[src/rtl/fifo_mem_ctrl.sv]
// fifo_mem_ctrl: valid/ready byte FIFO over a single-port 8-bit memory, plus a one-entry pop register; push-to-pop 3 cycles.
// push_ready drops when full or when a read owns the port; FIFO_MEM_CTRL_BYPASS_EN sends pushes into an empty FIFO straight to the pop register.
module fifo_mem_ctrl #(
  parameter int DEPTH = 256
) (
  input  logic       clk,
  input  logic       reset,
  input  logic       push_valid,
  input  logic [7:0] push_data,
  output logic       push_ready,
  output logic       pop_valid,
  output logic [7:0] pop_data,
  input  logic       pop_ready,
  output logic [7:0] addr,
  output logic       wr_en,
  output logic       rd_en,
  output logic [7:0] wdata,
  input  logic [7:0] rdata,
  output logic       full,
  output logic       empty,
  output logic [8:0] level
);

  localparam int AW = $clog2(DEPTH);

  logic [AW-1:0] wr_ptr;
  logic [AW-1:0] rd_ptr;
  logic [8:0]    mem_cnt;
  logic          rd_pend;

  logic pop_fire;
  logic rd_go;
  logic push_fire;
  logic bypass_go;
  logic mem_wr;

  assign pop_fire   = pop_valid && pop_ready;
  // Reads win the single port; nothing is issued while reset is held.
  assign rd_go      = reset && (mem_cnt != 9'd0) && !rd_pend && (!pop_valid || pop_fire);
  assign full       = (mem_cnt == 9'(DEPTH));
  assign push_ready = reset && !full && !rd_go;
  assign push_fire  = push_valid && push_ready;

`ifdef FIFO_MEM_CTRL_BYPASS_EN
  assign bypass_go  = push_fire && (mem_cnt == 9'd0) && !rd_pend && (!pop_valid || pop_fire);
`else
  assign bypass_go  = 1'b0;
`endif

  assign mem_wr = push_fire && !bypass_go;

  assign empty = (mem_cnt == 9'd0) && !rd_pend && !pop_valid;
  assign level = mem_cnt + 9'(rd_pend) + 9'(pop_valid);

  always_comb begin
    addr  = 8'd0;
    wdata = 8'd0;
    wr_en = 1'b0;
    rd_en = 1'b0;
    if (rd_go) begin
      rd_en = 1'b1;
      addr  = 8'(rd_ptr);
    end else if (mem_wr) begin
      wr_en = 1'b1;
      addr  = 8'(wr_ptr);
      wdata = push_data;
    end
  end

  always_ff @(posedge clk) begin
    if (!reset) begin
      wr_ptr    <= '0;
      rd_ptr    <= '0;
      mem_cnt   <= 9'd0;
      rd_pend   <= 1'b0;
      pop_valid <= 1'b0;
      pop_data  <= 8'd0;
    end else begin
      if (mem_wr) begin
        wr_ptr  <= wr_ptr + 1'b1;
        mem_cnt <= mem_cnt + 9'd1;
      end else if (rd_go) begin
        mem_cnt <= mem_cnt - 9'd1;
      end
      if (rd_go) begin
        rd_ptr <= rd_ptr + 1'b1;
      end
      rd_pend <= rd_go;
      // A read is only issued when the pop register will be free on arrival.
      if (rd_pend) begin
        pop_data  <= rdata;
        pop_valid <= 1'b1;
      end else if (bypass_go) begin
        pop_data  <= push_data;
        pop_valid <= 1'b1;
      end else if (pop_fire) begin
        pop_valid <= 1'b0;
      end
    end
  end

endmodule

[config.mk]
export PLATFORM = sky130hd
export DESIGN_NAME = fifo_mem_ctrl
export DESIGN_NICKNAME = d
export VERILOG_FILES = /design/src/rtl/fifo_mem_ctrl.sv
export SDC_FILE = /design/constraint.sdc
export NUM_CORES = 1
export LEC_CHECK = 0
export CAP_MARGIN = 10
export CORE_MARGIN = 3
export CORE_UTILIZATION = 44
export CTS_CLUSTER_SIZE = 24
export DETAILED_ROUTE_END_ITERATION = 7
export GPL_ROUTABILITY_DRIVEN = 0
export PLACE_DENSITY_LB_ADDON = 0.2
export SYNTH_ARGS = -nofsm -noshare
export SYNTH_HDL_FRONTEND = slang
export SYNTH_SLANG_ARGS = --single-unit
[constraint.sdc]
create_clock -name clk -period 2.5 [get_ports clk]
set_input_delay 0.5 -clock clk [delete_from_list [all_inputs] [get_ports clk]]
set_output_delay 0.5 -clock clk [all_outputs]
set_load 0.05 [all_outputs]
==> impl_metrics.yaml, run 1 <==
outcome:
  outcome: "finished, violations left"
  violations: "setup timing"
setup_path:
  regToRegEndpoint: "mem_cnt[6]"
  arrival_ps: 2800
  crit_path_end_kind: "flop"
  worstSetupPathType: "flop to flop"
  cp_num_buf_inv: 3
  reg2regPathDepth: 12
  cp_top_family: "simple AND/OR/NAND/NOR gates"
  start_kind: "flop"
  rr_startpoint: "mem_cnt[0]"
  cp.required_ps: 2690
  r2r_setup_slack_ps: -110
  critPathMaxStageDelay_ps: 390
  path_cells: "nor4_4, buf_4, nand3_4, nand4_4, clkinv_4, fa_2, nor2b_4, o31a_1, buf_4, o22ai_2, xnor2_1, o211a_1"
  path_max_fanout: 6
  slowest_stage: "fa_2"
  cp_common_cell: "buf_4"
route:
  vias: 2356
  routedWlPerCell_um: 16.9
  antenna_left: 0
  via_per_inst: 5.58
  wl_um: 7130
  drc: 0
  drt_iter0_markers: 206
  drt_first_pass_iters: 4
hold_path:
  hold_depth: 2
  hold_path_end: "pop_data[7]"
  hold_class: "flop to flop"
  holdCritStartpoint: "pop_data[7]"
clock_tree:
  tritoncts: "done"
  clockBufferDepth: 2
  cts.sinks: 35
  clk_root_buffer_cell: "clkbuf_8"
  cts_max_level: 2
  clk_latency_ps: 300
  cts_buffers: 5
  clk_pin_slew_worst_paths_ps: 80
  hold_buffers: 0
layout:
  nNetsFinal: 386
  layout-drive-gt1-share_pct: 41.1
  final_area_um2: 3830
  area_growth_pct: 75.4
  num_antenna_cells: 0
  fillers: 287
  multi_input_area_um2: 1590
  seqCellArea_um2: 712
  final_cells: 422
placement:
  dpl_worst_slack_ps: -494
  place_inst: 401
  port_buffers: 58
  postPlaceCellArea_um2: 3440
  dp_hpwl_um: 4580
synthesis:
  yosysMostFrequentCell: "dfxtp_1"
  synth_area_per_cell_um2: 8.77
  synth_top_area_share_pct: 32.1
  syn-cell-area_um2: 2180
  async_flop_share_pct: 0
  synth-seq-area-share_pct: 32.1
  synthTopCellsByArea: "dfxtp_1 (32%), mux2i_1 (8.3%), ha_1 (5.7%)"
  netlist_instances: 249
  ys_types: 50
  synth_edf_count: 0
  synth_commonest_cells: "dfxtp_1 (35), nor2_1 (29), mux2i_1 (18)"
  synthFlopType: "dfxtp_1"
  synth_top_area_cell: "dfxtp_1"
  synthesis.nets: 281
  ys_warn_count: 0
  synth_seq_cells: 35
power:
  p_leak_nw: 1.64
  power.density_nw_per_um2: 1350
  ir_drop_mv: 0.748
sta:
  setup_slack_ps: -107
  rsz0062_at_grt: "yes"
  slew_headroom_pct: 65.9
  drv_slew: 0
  fin_crit_sh_pct: 104
  fin_skew_ps: 8.12
  tightest_slew_ps: 510
  fmax_mhz: 384
  post-route-min-period_ps: 2610
  setup_violations: 21
  hold_viol_final: 0
grt:
  grt_start_max_net_pins: 19
  first_global_vias: 2371
  globalRouteOverflowTotal: 0
  grt_pass1_wl_um: 10800
  antenna_found_initial: 0
  grt_use_total_pct: 23.0
floorplanning:
  initial_utilization_pct: 45.9
  io_pins: 59
  die_h_um: 76.4
  fp.dieW_um: 76.4
  dieArea_um2: 5840
  coreArea_um2: 4750
  fp-row-count: 25
run:
  drv_cap: 0
[state kept, by name (all words and copies together) (netlist names)]
signal / count
mem_cnt: 9
pop_data: 8
rd_ptr: 8
wr_ptr: 8
pop_valid: 1
rd_pend: 1
[per-layer routing]
metal / up-vias / global-route usage (%) / routed length [um]
met3: 13 / 6.50 / 504
met4: 0 / 7.79 / 137
met5: - / 0 / 0
met1: 1143 / 27.7 / 2870
met2: 104 / 39.0 / 3620
li1: 1096 / - / -
[how the worst max path moves through the flow]
stage | startpoint | to | slack [ps] | cells past startpoint
after global routing | mem_cnt[3] | mem_cnt[5] | -240 | 11
after floorplan | rd_pend | level[8] | -10 | 7
after global placement | pop_ready | mem_cnt[6] | -430 | 12
after CTS | mem_cnt[2] | mem_cnt[8] | -70 | 10
final | mem_cnt[0] | mem_cnt[6] | -110 | 12
after detailed placement | pop_ready | mem_cnt[6] | -490 | 12
[cell type report]
cell class / count / area share (%)
repair buffers: 110 / 33.9
clock inverters: 3 / 0.523
well taps: 67 / 2.19
flip-flops and latches: 35 / 18.6
inverters: 14 / 1.50
clock buffers: 5 / 1.80
multi-input cells: 188 / 41.5
[tightest hold or removal path: stages, from the launching register on]
cell and delay [ps]:
dfxtp_1 340, mux2i_1 70, nor2_1 70
[power by group]
part	internal [mW]	switching, mW	leakage, nW	total [mW]
Clock	0.194	0.233	0.0402	0.427
Sequential	0.697	0.150	0.289	0.846
Combinational	1.90	2.01	1.31	3.91
[cell families after synthesis]
family | after synthesis | share of synthesized area (%)
multiplexers | 18 | 8.25
XOR/XNOR | 16 | 6.42
adder cells (fa/ha/maj) | 12 | 7.56
flip-flops | 35 | 32.1
AO/OA/AOI/OAI | 48 | 15.9
AND/OR/NAND/NOR | 94 | 23.7
buffers and inverters | 26 | 6.02
[timing repair]
item                       4_1_cts  5_1_grt
gates resized for setup         27       23
setup endpoints to repair       28       30
setup buffers                    6        7
pin swaps                       13       15
cloned                           1        0
[metrics by stage]
stage               hold slack, ps  setup TNS (ps)  total power, mW  util [%]
floorplan                      458           -13.8             2.58         -
global placement               470           -4000             4.12      72.3
detailed placement             487           -4680             4.19      72.3
CTS                            498            -305             4.90      77.5
global route                   533           -3770             5.44      80.6
finish                         507           -1600             5.18      80.6
[cells in the final DEF, fill, tap and decap left out, types with 3 or more instances in the layout]
| cell type | Yosys | routed |
|---|---|---|
| a22o_4 | 0 | 4 |
| nor4_4 | 2 | 3 |
| or3_1 | 4 | 4 |
| nand2_1 | 17 | 16 |
| nor2_1 | 29 | 28 |
| clkbuf_8 | 0 | 5 |
| a22o_1 | 8 | 4 |
| o21ai_0 | 9 | 8 |
| buf_6 | 3 | 4 |
| xnor2_2 | 0 | 5 |
| buf_12 | 0 | 29 |
| inv_2 | 0 | 3 |
| dfxtp_2 | 0 | 6 |
| buf_4 | 2 | 47 |
| ha_1 | 10 | 8 |
| dfxtp_1 | 35 | 28 |
| nand3_1 | 7 | 5 |
| and2_4 | 0 | 8 |
| inv_1 | 13 | 9 |
| nand2b_1 | 5 | 5 |
| mux2i_1 | 18 | 18 |
| xnor2_1 | 13 | 7 |
| a21oi_1 | 10 | 9 |
| nand4_1 | 8 | 8 |
| clkdlybuf4s50_1 | 0 | 27 |
No activity file was read; power rests on OpenSTA's default activity.
==> run 2: changes to the inputs <==
--- a/config.mk
+++ b/config.mk
@@ -10,8 +10,8 @@
 export CORE_UTILIZATION = 44
 export CTS_CLUSTER_SIZE = 24
 export DETAILED_ROUTE_END_ITERATION = 7
-export GPL_ROUTABILITY_DRIVEN = 0
 export PLACE_DENSITY_LB_ADDON = 0.2
+export SLEW_MARGIN = 10
 export SYNTH_ARGS = -nofsm -noshare
 export SYNTH_HDL_FRONTEND = slang
 export SYNTH_SLANG_ARGS = --single-unit
==> results of run 2 <==
Same layout as run 1: the final DEF is identical, and so are final timing and power.
==> run 3: changes to the inputs <==
--- a/config.mk
+++ b/config.mk
@@ -7,9 +7,10 @@
 export LEC_CHECK = 0
 export CAP_MARGIN = 10
 export CORE_MARGIN = 3
-export CORE_UTILIZATION = 44
+export CORE_UTILIZATION = 57
 export CTS_CLUSTER_SIZE = 24
 export DETAILED_ROUTE_END_ITERATION = 7
+export DONT_BUFFER_PORTS = 1
 export PLACE_DENSITY_LB_ADDON = 0.2
 export SLEW_MARGIN = 10
 export SYNTH_ARGS = -nofsm -noshare
==> impl_metrics.yaml, run 3 (same netlist as run 1, synthesis figures left out) <==
grt:
  grt_start_max_net_pins: 21
  globalRouteOverflowTotal: 0
  first_global_vias: 2326
  antenna_found_initial: 0
  grt_pass1_wl_um: 11700
  grt_use_total_pct: 34.7
sta:
  fin_crit_sh_pct: 116
  whs_ps: 351
  fmax_mhz: 344
  setup_violations: 24
  drv_slew: 0
  fin_skew_ps: 14.6
  timing.setup.tns_ps: -2290
  slew_headroom_pct: 65.0
  setup_slack_ps: -405
  tightest_slew_ps: 525
  hold_viol_final: 0
  rsz0062_at_grt: "yes"
  post-route-min-period_ps: 2910
placement:
  dp_hpwl_um: 4590
  port_buffers: 0
  routabilityCongestion: 0.885
  dpl_worst_slack_ps: -122
  place_inst: 336
layout:
  final_common_cell: "buf_4"
  nNetsFinal: 341
  mostFrequentLayoutCells: "buf_4 (40), dfxtp_1 (29), nor2_1 (28)"
  regMostFlops: "mem_cnt"
  final_cells: 356
  layout-drive-gt1-share_pct: 36.5
  area_growth_pct: 48.4
  largest_reg_flops: 9
  num_antenna_cells: 0
  fillers: 121
setup_path:
  crit_path_end_kind: "flop"
  path_max_fanout: 8
  worstSetupPathType: "flop to flop"
  start_kind: "flop"
  r2r_setup_slack_ps: -410
  cp.required_ps: 2720
  arrival_ps: 3120
floorplanning:
  dieArea_um2: 4610
  initial_utilization_pct: 62.0
  die_h_um: 67.9
  fp.dieW_um: 67.9
  io_pins: 59
  fp-row-count: 21
  coreArea_um2: 3520
route:
  routedWlPerCell_um: 24.8
  drt_iter0_markers: 431
  drt_first_pass_iters: 5
  antenna_left: 0
  drc: 0
  via_per_inst: 6.78
  vias: 2413
  wl_um: 8820
clock_tree:
  clk_root_buffer_cell: "clkbuf_8"
  clockBufferDepth: 2
  cts_max_level: 2
  clk_pin_slew_worst_paths_ps: 80
  cts.sinks: 35
  cts_buffers: 5
  tritoncts: "done"
  clk_latency_ps: 300
power:
  ir_drop_mv: 1.16
  pwr-share-comb_pct: 72.3
  pwr-share-seq_pct: 19.1
  switching_share_pct: 50.3
  p_leak_nw: 1.37
  internal_power_mw: 2.42
  power.density_nw_per_um2: 1500
  clkPwrFrac_pct: 8.6
  switching_power_mw: 2.45
outcome:
  violations: "setup timing"
  outcome: "finished, violations left"
run:
  drv_cap: 0
hold_path:
  hold_class: "primary input to flop"
[run 3: worst max-delay path, stage by stage, from the launching register on]
cell and delay [ps]:
dfxtp_2 340, nor4_4 310, a211o_2 220, nand4_4 200
inv_2 180, fa_2 250, nor2b_1 70, o31a_1 280
o41ai_2 270, mux2i_1 390, mux2i_1 300
[run 3: area by class of cell]
type / instances / area, um^2 / area share, %
Sequential cell: 35 / 711 / 21.9
Multi-Input combinational cell: 189 / 1550 / 47.9
Inverter: 14 / 56.3 / 1.74
Clock inverter: 1 / 5.00 / 0.154
Timing Repair Buffer: 64 / 781 / 24.1
Tap cell: 46 / 57.6 / 1.78
Clock buffer: 7 / 76.3 / 2.36
[run 3: power groups by stage]
stage | Sequential, mW | Combinational (mW) | Clock, mW
2_1_floorplan | 0.946 | 1.64 | 0
3_3_place_gp | 0.924 | 2.78 | 0
3_5_place_dp | 0.930 | 2.86 | 0
4_1_cts | 0.923 | 3.08 | 0.401
5_1_grt | 0.940 | 3.64 | 0.436
6_report | 0.932 | 3.52 | 0.417
[run 3: metal layers]
layer / GRT usage (%) / up-vias / part of all wire (%)
met1: 40.6 / 1119 / 36
met2: 59.4 / 228 / 45
met3: 8.21 / 63 / 13
li1: - / 1003 / -
met4: 17.1 / 0 / 6.4
met5: 0 / - / 0
[run 3: metrics by stage]
step                      util (%)  cell area, um^2  power [mW]
after floorplan                  -             2280        2.58
after global placement        83.7             2950        3.70
after detailed placement      83.7             2950        3.79
after CTS                     89.2             3140        4.40
after global routing          92.0             3240        5.01
final                         92.0             3240        4.87
[run 3: timing repair]
item,4_1_cts,5_1_grt
pin swaps,7,5
resized for setup,19,6
hold buffers,0,0
gates cloned,0,1
setup buffers,5,7
endpoints found under the setup margin,27,26
[run 3: worst paths after layout]
kind                            startpoint         end  cells after the start
worst max-delay path            mem_cnt[0]  mem_cnt[8]                     10
worst min-delay path                 reset  mem_cnt[6]                      1
worst max register to register  mem_cnt[0]  mem_cnt[8]                     10
worst min register to register   wr_ptr[7]   wr_ptr[7]                      2
